--- src/rtl/inst_decode.sv ---
// Instruction decoder: registers the 62-bit instruction word into per-memory control
// fields, tracks the active phase, counts kernel-load/execute beats and latches protocol errors.
module inst_decode #(
   parameter int col = 8,
   parameter int nij = 36
) (
   input  logic        clk,
   input  logic        reset,
   input  logic [61:0] inst,
   output logic [6:0]  dec_ctrl,
   output logic [12:0] dec_xmem,
   output logic [13:0] dec_pmem,
   output logic [25:0] dec_wmem,
   output logic [1:0]  dec_mode,
   output logic [2:0]  phase,
   output logic [3:0]  load_cnt,
   output logic [5:0]  exec_cnt,
   output logic [2:0]  err
);

   typedef enum logic [2:0] {
      IDLE   = 3'd0,
      XWR    = 3'd1,
      WLD    = 3'd2,
      KLD    = 3'd3,
      XFL    = 3'd4,
      EXE    = 3'd5,
      ACC    = 3'd6,
      UNUSED = 3'd7
   } phase_t;

   localparam logic [3:0] col_target = 4'(col);
   localparam logic [5:0] nij_target = 6'(nij);

   phase_t     state;
   phase_t     next_state;
   phase_t     cls;
   logic [3:0] load_base;
   logic [3:0] load_next;
   logic [5:0] exec_base;
   logic [5:0] exec_next;
   logic       kload_fail;
   logic       exec_fail;
   logic       conflict;

   logic load, execute, l0_wr, l0_rd, start_acc, acc;
   logic cen_x, wen_x, cen_w0, wen_w0, cen_w1, wen_w1;

   assign load      = inst[0];
   assign execute   = inst[1];
   assign l0_wr     = inst[2];
   assign l0_rd     = inst[3];
   assign start_acc = inst[60];
   assign acc       = inst[33];
   assign cen_x     = inst[19];
   assign wen_x     = inst[18];
   assign cen_w1    = inst[37];
   assign wen_w1    = inst[36];
   assign cen_w0    = inst[35];
   assign wen_w0    = inst[34];

   assign phase = state;

   // Priority-resolve this cycle's activity, decide the next phase, and compute
   // counter updates and error conditions from the current instruction word.
   always_comb begin
      cls        = IDLE;
      next_state = IDLE;
      load_base  = 4'd0;
      load_next  = load_cnt;
      exec_base  = 6'd0;
      exec_next  = exec_cnt;

      if (start_acc || acc)                  cls = ACC;
      else if (execute)                      cls = EXE;
      else if (load)                         cls = KLD;
      else if (!cen_x && wen_x)              cls = XFL;
      else if (!cen_x && !wen_x)             cls = XWR;
      else if (!cen_w0 || !cen_w1)           cls = WLD;

      // A trailing L0 write keeps a weight load or xmem fill alive for one more cycle
      if (state == UNUSED)
         next_state = IDLE;
      else if (cls == IDLE && l0_wr && (state == WLD || state == XFL))
         next_state = state;
      else
         next_state = cls;

      if (next_state == KLD) begin
         load_base = (state == KLD) ? load_cnt : 4'd0;
         load_next = (load && load_base != 4'd15) ? load_base + 4'd1 : load_base;
      end
      if (next_state == EXE) begin
         exec_base = (state == EXE) ? exec_cnt : 6'd0;
         exec_next = (execute && exec_base != 6'd63) ? exec_base + 6'd1 : exec_base;
      end

      kload_fail = (state == KLD) && (next_state != KLD) && (load_cnt != col_target);
      exec_fail  = (state == EXE) && (next_state != EXE) && (exec_cnt != nij_target);
      conflict   = (load && execute)
                || (!cen_w0 && !wen_w0 && !cen_w1 && !wen_w1)
                || (l0_rd && l0_wr && state == XFL);
   end

   // Decoded fields are a straight one-cycle register of the instruction; errors accumulate until reset.
   always_ff @(posedge clk) begin
      if (reset) begin
         dec_ctrl <= 7'd0;
         dec_xmem <= {2'b11, 11'd0};
         dec_pmem <= {1'b0, 2'b11, 11'd0};
         dec_wmem <= {22'd0, 4'b1111};
         dec_mode <= 2'd0;
         state    <= IDLE;
         load_cnt <= 4'd0;
         exec_cnt <= 6'd0;
         err      <= 3'd0;
      end else begin
         dec_ctrl <= inst[6:0];
         dec_xmem <= inst[19:7];
         dec_pmem <= inst[33:20];
         dec_wmem <= inst[59:34];
         dec_mode <= inst[61:60];
         state    <= next_state;
         load_cnt <= load_next;
         exec_cnt <= exec_next;
         err      <= err | {exec_fail, kload_fail, conflict};
      end
   end

endmodule

--- config.mk ---
export PLATFORM = sky130hd
export DESIGN_NAME = inst_decode
export DESIGN_NICKNAME = d
export VERILOG_FILES = /design/src/rtl/inst_decode.sv
export SDC_FILE = /design/constraint.sdc
export NUM_CORES = 1
export LEC_CHECK = 0
export ABC_AREA = 1
export CORE_MARGIN = 2
export CORE_UTILIZATION = 43
export CTS_CLUSTER_DIAMETER = 30
export DETAILED_ROUTE_END_ITERATION = 12
export PLACE_DENSITY = 0.89
export SLEW_MARGIN = 20
export SYNTH_ARGS = -nofsm -noshare
export SYNTH_HDL_FRONTEND = slang
export SYNTH_SLANG_ARGS = --single-unit
--- constraint.sdc ---
create_clock -name clk -period 4.67 [get_ports clk]
set_clock_uncertainty 0.2 [all_clocks]
set_input_delay 0.467 -clock clk [delete_from_list [all_inputs] [get_ports clk]]
set_output_delay 0.467 -clock clk [all_outputs]
set_load 0.05 [all_outputs]
==> results.md, run 1 <==
* Util after Layout at 71.7%
* WL/cell at 12.4 microns
* Commonest non-fill, non-tap cell in the layout: clkdlybuf4s50_1
* DR DRC count at 0
* Fin cells at 600
* RSZ-0062 raised after global routing: false
* DP Cell Count at 584
* Gr usage total at 20.3%
* First-pass GRT wire length at 11.7 mm
* Area Overhead vs Synth at 59.5%
* Synth cell types at 31
* Sequential-to-total area share from yosys stat at 54.1%
* Initial antenna violation count at 0
* Fraction of the mapped netlist area in adder cells at 0.867%
* Yosys reg bits at 78
* Fin. Hold Viols at 0
* Slowest-stage cell, CP: clkdlybuf4s50_1
* Area of the die at 7390 sq um
* CP startpoint kind: flop
* Worst Hold Launch: err[2]$_SDFF_PP0_
* Commonest non-fill, non-tap cells in the layout: clkdlybuf4s50_1 (140), nor2_1 (85), inv_1 (79)
* RD Place Congestion at 0.850
* Number of DRC markers in iteration 0 at 92
* Cts bufs inserted at 9
* Pwr Density at 357 nW/um^2
* Final #Nets at 584
* Shortest period the worst path allows at 2.45 ns
* H-tree level count at 3
* Later-pin clock latency in the skew report at 0.34 ns
* R2R Path End: exec_cnt[0]$_SDFFE_PP0N_
* Crit path cell chain: clkdlybuf4s50_1
* Max frequency at 407 MHz
* Worst-margin pin slew at 0.838 ns
* Clock buffer depth at 2
* Max VDD drop at 0.238 mV
* Mux share of post-synthesis cell area at 0%
* Placed Area at 4350 sq um
* Setup bufs post-CTS at 0
* Hold Path End: err[2]$_SDFF_PP0_
* Num Clock Sinks at 78
* PostCTS Resize Cnt at 0
* Drt via density at 4.54
* Post-Syn Area at about 2900 sq um
* Largest family of logic cells by synthesized area: simple AND/OR/NAND/NOR gates
* Synthesized instance count at about 380
* Die Width at 86.0 microns
* Fraction of layout cells with a size suffix above 1 at 8.80%
* Number of iterations in the first detailed-routing pass at 4
* CTS tree: done
* Headroom to the max-slew limit at 44.1%
* Vias in the first global route at around 2,600
* Post-synth EDFFs at 0
* Diode count at 0
* # Max-Cap Violations at 0
* WS Path Type: reg2out
* WP data arrival at approximately 1.8 ns
* Final ANT Viol Nets at 0
* I/O pins at 142
* CTS root buf: clkbuf_8
* Die Height at around 86 microns
* WP buf/inv at 1
* Lkg Pwr at 2.11 nW
* Worst-case reg-to-reg path depth at 14
* Tcrit/Tclk final at 52.6%
* Area share of xor/xnor cells in the synthesized design at less than 1%
* Mapped Avg Cell Area at slightly below 8 sq um
* Crit-path max FO at 10
* Via count at 2,722
* Starting Density at 45.0%
* Hold path depth at 2
* Cell Rows at 29
* Hold crit path type: reg2reg
* Post-synth top flop: dfxtp_1
* Post-Synth Simple-Gate Area at 29.8%
* Cts hold-fix bufs at 0
* Synth top area cells: dfxtp_1 (54%), nor2_1 (11%), inv_1 (10%)
* Clk pin slew, worst setup/hold paths at 0.08 ns
* Post-synth top area share at a little over half
* R2r setup slk at 2.23 ns
* CP top delay family: buffers and inverters
* Post-synthesis compound-gate area fraction at 1.95%
* Fin Setup TNS at 0 ns
* Ys async rst share at 0%
* Total power at 1.64 mW
* Synth warnings at 0
* Final wirelength at about 7.4 mm
* HPWL after DPL at 5.71 mm
* Pin count of the biggest net entering global routing at 48
* Yosys top cell by area: dfxtp_1
* Overflow left after global routing at 0
* Synthesized Nets at 441
* Status: completed
* Core area at around 6400 sq um
* Worst path required time at 4.00 ns
* # port buffers at 141
* Final Setup Violations at 0
* Final instance area at 4610 sq um
* Slew Limit Fails at 0
* CP endpoint kind: primary output
* Largest stage delay, worst path at 0.88 ns
* R2r startpoint: phase[2]$_SDFF_PP0_
## worst max-delay path by stage
stage,cells after the start,from,slack (ns),to
after floorplan,13,phase[2]$_SDFF_PP0_,2.21,exec_cnt[3]$_SDFFE_PP0N_
after global placement,13,inst[1],2.22,load_cnt[2]$_SDFFE_PP0N_
after detailed placement,10,inst[1],2.14,load_cnt[2]$_SDFFE_PP0N_
after CTS,1,phase[0]$_SDFF_PP0_,2.21,phase[0]
after global routing,14,phase[2]$_SDFF_PP0_,2.00,exec_cnt[0]$_SDFFE_PP0N_
final,1,phase[0]$_SDFF_PP0_,2.22,phase[0]
## metal layers
metal	GRT usage [%]	vias to the layer above	wire, microns
li1	-	1393	-
met1	21.4	1187	2790
met2	35.7	126	3720
met3	7.80	16	760
met4	9.09	0	142
met5	0	-	0
## cell type report
type | instances | area (sq um)
Timing Repair Buffer | 142 | 1410
Fill cell | 461 | 1820
Inverter | 85 | 322
Clock inverter | 6 | 116
Clock buffer | 10 | 138
Multi-Input combinational cell | 202 | 958
Tap cell | 77 | 96.3
Sequential cell | 78 | 1560
## sequential cells by signal, indices dropped and copies added, names as in the netlist
register  count
dec_ctrl      7
err           3
phase         3
exec_cnt      6
dec_wmem     26
load_cnt      4
dec_mode      2
dec_xmem     13
dec_pmem     14
## metrics by stage
stage	setup WS [ns]	hold slack [ns]
2_1_floorplan	2.21	0.350
3_3_place_gp	2.22	0.249
3_5_place_dp	2.14	0.264
4_1_cts	2.21	0.275
5_1_grt	2.00	0.292
6_report	2.22	0.268
## synth_stat cells, types with 2 or more instances
cell type	count
nor2_1	85
inv_1	79
dfxtp_1	78
nand2_1	53
nand3_1	15
clkbuf_1	8
nand4_1	8
or2_2	8
a21oi_1	5
nand2_2	5
inv_2	4
nor2_4	3
ha_1	2
nand3_2	2
nor2_2	2
nor4_1	2
o21ai_0	2
## kinds of logic after synthesis
kind of cell             count (synthesis)
AO/OA/AOI/OAI                           10
AND/OR/NAND/NOR                        188
buffers and inverters                   95
adder cells (fa/ha/maj)                  2
XOR/XNOR                                 2
flip-flops                              78
## report_power, final
| part | total, mW | leakage (nW) | internal [mW] | switching (mW) |
|---|---|---|---|---|
| Clock | 0.624 | 0.127 | 0.373 | 0.250 |
| Sequential | 0.712 | 0.648 | 0.698 | 0.0132 |
| Combinational | 0.309 | 1.34 | 0.121 | 0.189 |
| Total | 1.64 | 2.11 | 1.19 | 0.452 |
Note: power is estimated with default switching activity, not from simulation.
==> inputs of run 2 (changes only) <==
--- a/config.mk
+++ b/config.mk
@@ -7,10 +7,10 @@
 export LEC_CHECK = 0
 export ABC_AREA = 1
 export CORE_MARGIN = 2
-export CORE_UTILIZATION = 43
+export CORE_UTILIZATION = 40
 export CTS_CLUSTER_DIAMETER = 30
 export DETAILED_ROUTE_END_ITERATION = 12
-export PLACE_DENSITY = 0.89
+export PLACE_DENSITY = 0.84
 export SLEW_MARGIN = 20
 export SYNTH_ARGS = -nofsm -noshare
 export SYNTH_HDL_FRONTEND = slang
==> constraint.sdc (replaced) <==
create_clock -name clk -period 2.38 [get_ports clk]
set_clock_uncertainty 0.2 [all_clocks]
set_input_delay 0.238 -clock clk [delete_from_list [all_inputs] [get_ports clk]]
set_output_delay 0.238 -clock clk [all_outputs]
set_load 0.05 [all_outputs]
==> results.md, run 2 (synthesized netlist as in run 1, its figures left out) <==
* Max VDD drop at 0.410 mV
* Tcrit/Tclk final at 93.7%
* Diode count at 0
* Headroom to the max-slew limit at 63.1%
* First-pass GRT wire length at 11.8 mm
* RD Place Congestion at 0.987
* H-tree level count at 3
* Shortest period the worst path allows at between 2 and 2.5 ns
* # port buffers at 141
* Max reg flops at 26
* Slew Limit Fails at 0
* Fin Setup TNS at 0 ns
* Final Setup Violations at 0
* Status: completed
* Pin count of the biggest net entering global routing at 46
* RSZ-0062 raised after global routing: false
* CP endpoint kind: flop
* Worst setup path startpoint: phase[2]$_SDFF_PP0_
* WL/cell at 11.9 microns
* Via count at 2,747
* WP data arrival at 2.25 ns
* Worst-margin pin slew at 0.551 ns
* Initial antenna violation count at 0
* Most flops, register: dec_wmem
* Number of iterations in the first detailed-routing pass at 4
* Die Height at just under 90 microns
* CP startpoint kind: flop
* Util after Layout at approximately 67%
* CTS root buf: clkbuf_8
* Die Width at 89.0 microns
* Gr usage total at 19.3%
* Area of the die at ~7900 sq um
* Clock buffer depth at 2
* Worst path required time at 2.40 ns
* Hold crit path type: in2reg
* Final worst slack at 0.149 ns
* Cell Rows at 30
* Lkg Pwr at approximately 2.1 nW
* Fraction of layout cells with a size suffix above 1 at 10.1%
* Num Clock Sinks at 78
* Overflow left after global routing at 0
* Commonest non-fill, non-tap cell in the layout: clkdlybuf4s50_1
* DP Cell Count at 606
* Max frequency at 448 MHz
* Worst Hold Launch: inst[49]
* Total power at 3.06 mW
* Commonest non-fill, non-tap cells in the layout: clkdlybuf4s50_1 (140), nor2_1 (83), inv_1 (79)
* Crit-path max FO at 6
* Final wirelength at ~7.4 mm
* Area Overhead vs Synth at 60.4%
* HPWL after DPL at 5.90 mm
* I/O pins at 142
* Later-pin clock latency in the skew report at 0.34 ns
* Core area at approximately 6900 sq um
* R2r startpoint: phase[2]$_SDFF_PP0_
* # Max-Cap Violations at 0
* Setup bufs post-CTS at 0
* CTS tree: done
* Pwr Density at 660 nW/um^2
* Final #Nets at 588
* Fin cells at about 620
* WS Path Type: reg2reg
* Clk pin slew, worst setup/hold paths at 0.09 ns
* Cts bufs inserted at 9
* DR DRC count at 0
* Fin. Hold Viols at 0
* Starting Density at 41.8%
* Dpl ws at 0.114 ns
* Number of DRC markers in iteration 0 at 77
* Biggest regs: dec_wmem: 26 flops, dec_pmem: 14 flops, dec_xmem: 13 flops
* Final ANT Viol Nets at 0
* Drt via density at 4.41
* Vias in the first global route at 2,635
==> run 2: changes by cell type in the layout (fill, tap and decap cells not counted) <==
| cell | change |
|---|---|
| clkbuf_8 | +1 |
| nor2_2 | +2 |
| nand2_2 | +1 |
| dfxtp_1 | -1 |
| nor2_1 | -2 |
| clkinv_4 | +1 |
| buf_4 | +3 |
| dlygate4sd3_1 | +1 |
| dfxtp_2 | +1 |
| nand2_1 | -1 |
| bufinv_16 | -2 |
==> run 2: timing repair <==
item	in CTS	in global routing
endpoints found under the hold margin	5	0
gates resized for setup	0	3
hold buffers	1	0
setup endpoints to repair	0	4
==> run 2: per-layer routing <==
| metal | track usage, % | share of wire, % | vias to the layer above |
|---|---|---|---|
| li1 | - | - | 1394 |
| met1 | 20.6 | 38 | 1228 |
| met2 | 33.8 | 51 | 113 |
| met3 | 10.2 | 10 | 12 |
| met4 | 4.75 | 1.7 | 0 |
| met5 | 0 | 0 | - |
==> run 2: where the power goes <==
group	internal [mW]	switching (mW)	leakage, nW
sequential	1.37	0.0252	0.648
clock	0.552	0.499	0.110
combinational	0.240	0.371	1.36
total	2.16	0.896	2.12
==> run 2: critical path, cell delays in order (launching register included) <==
cell,delay [ns]
dfxtp_2,0.40
inv_2,0.09
nor2_4,0.15
nand2_2,0.12
nor2_2,0.16
ha_1,0.23
nand2_1,0.08
nor2_2,0.16
nand2_2,0.10
nand2_2,0.12
nand2_1,0.06
nand2_1,0.05
nand4_1,0.09
nand2_1,0.07
nor2_1,0.04
==> run 2: area by class of cell <==
| class | instances | area [sq um] |
|---|---|---|
| Inverter | 85 | 322 |
| Clock inverter | 5 | 65.1 |
| Clock buffer | 11 | 151 |
| Sequential cell | 78 | 1560 |
| Fill cell | 589 | 2270 |
| Timing Repair Buffer | 146 | 1450 |
| Tap cell | 96 | 120 |
| Multi-Input combinational cell | 202 | 966 |
==> run 2: final timing paths <==
check | end | depth (start not counted) | slack (ns)
min reg2reg | err[2]$_SDFF_PP0_ | 2 | 0.26
min | dec_wmem[15]$_SDFF_PP0_ | 3 | 0.20
max reg2reg | exec_cnt[0]$_SDFFE_PP0N_ | 14 | 0.15
max | exec_cnt[0]$_SDFFE_PP0N_ | 14 | 0.15
==> run 2: per-stage QoR <==
step	cell area (sq um)	hold slack [ns]
finish	4630	0.200
global route	4630	0.184
CTS	4630	0.189
detailed placement	4400	0.249
global placement	4400	0.242
floorplan	2890	0.121
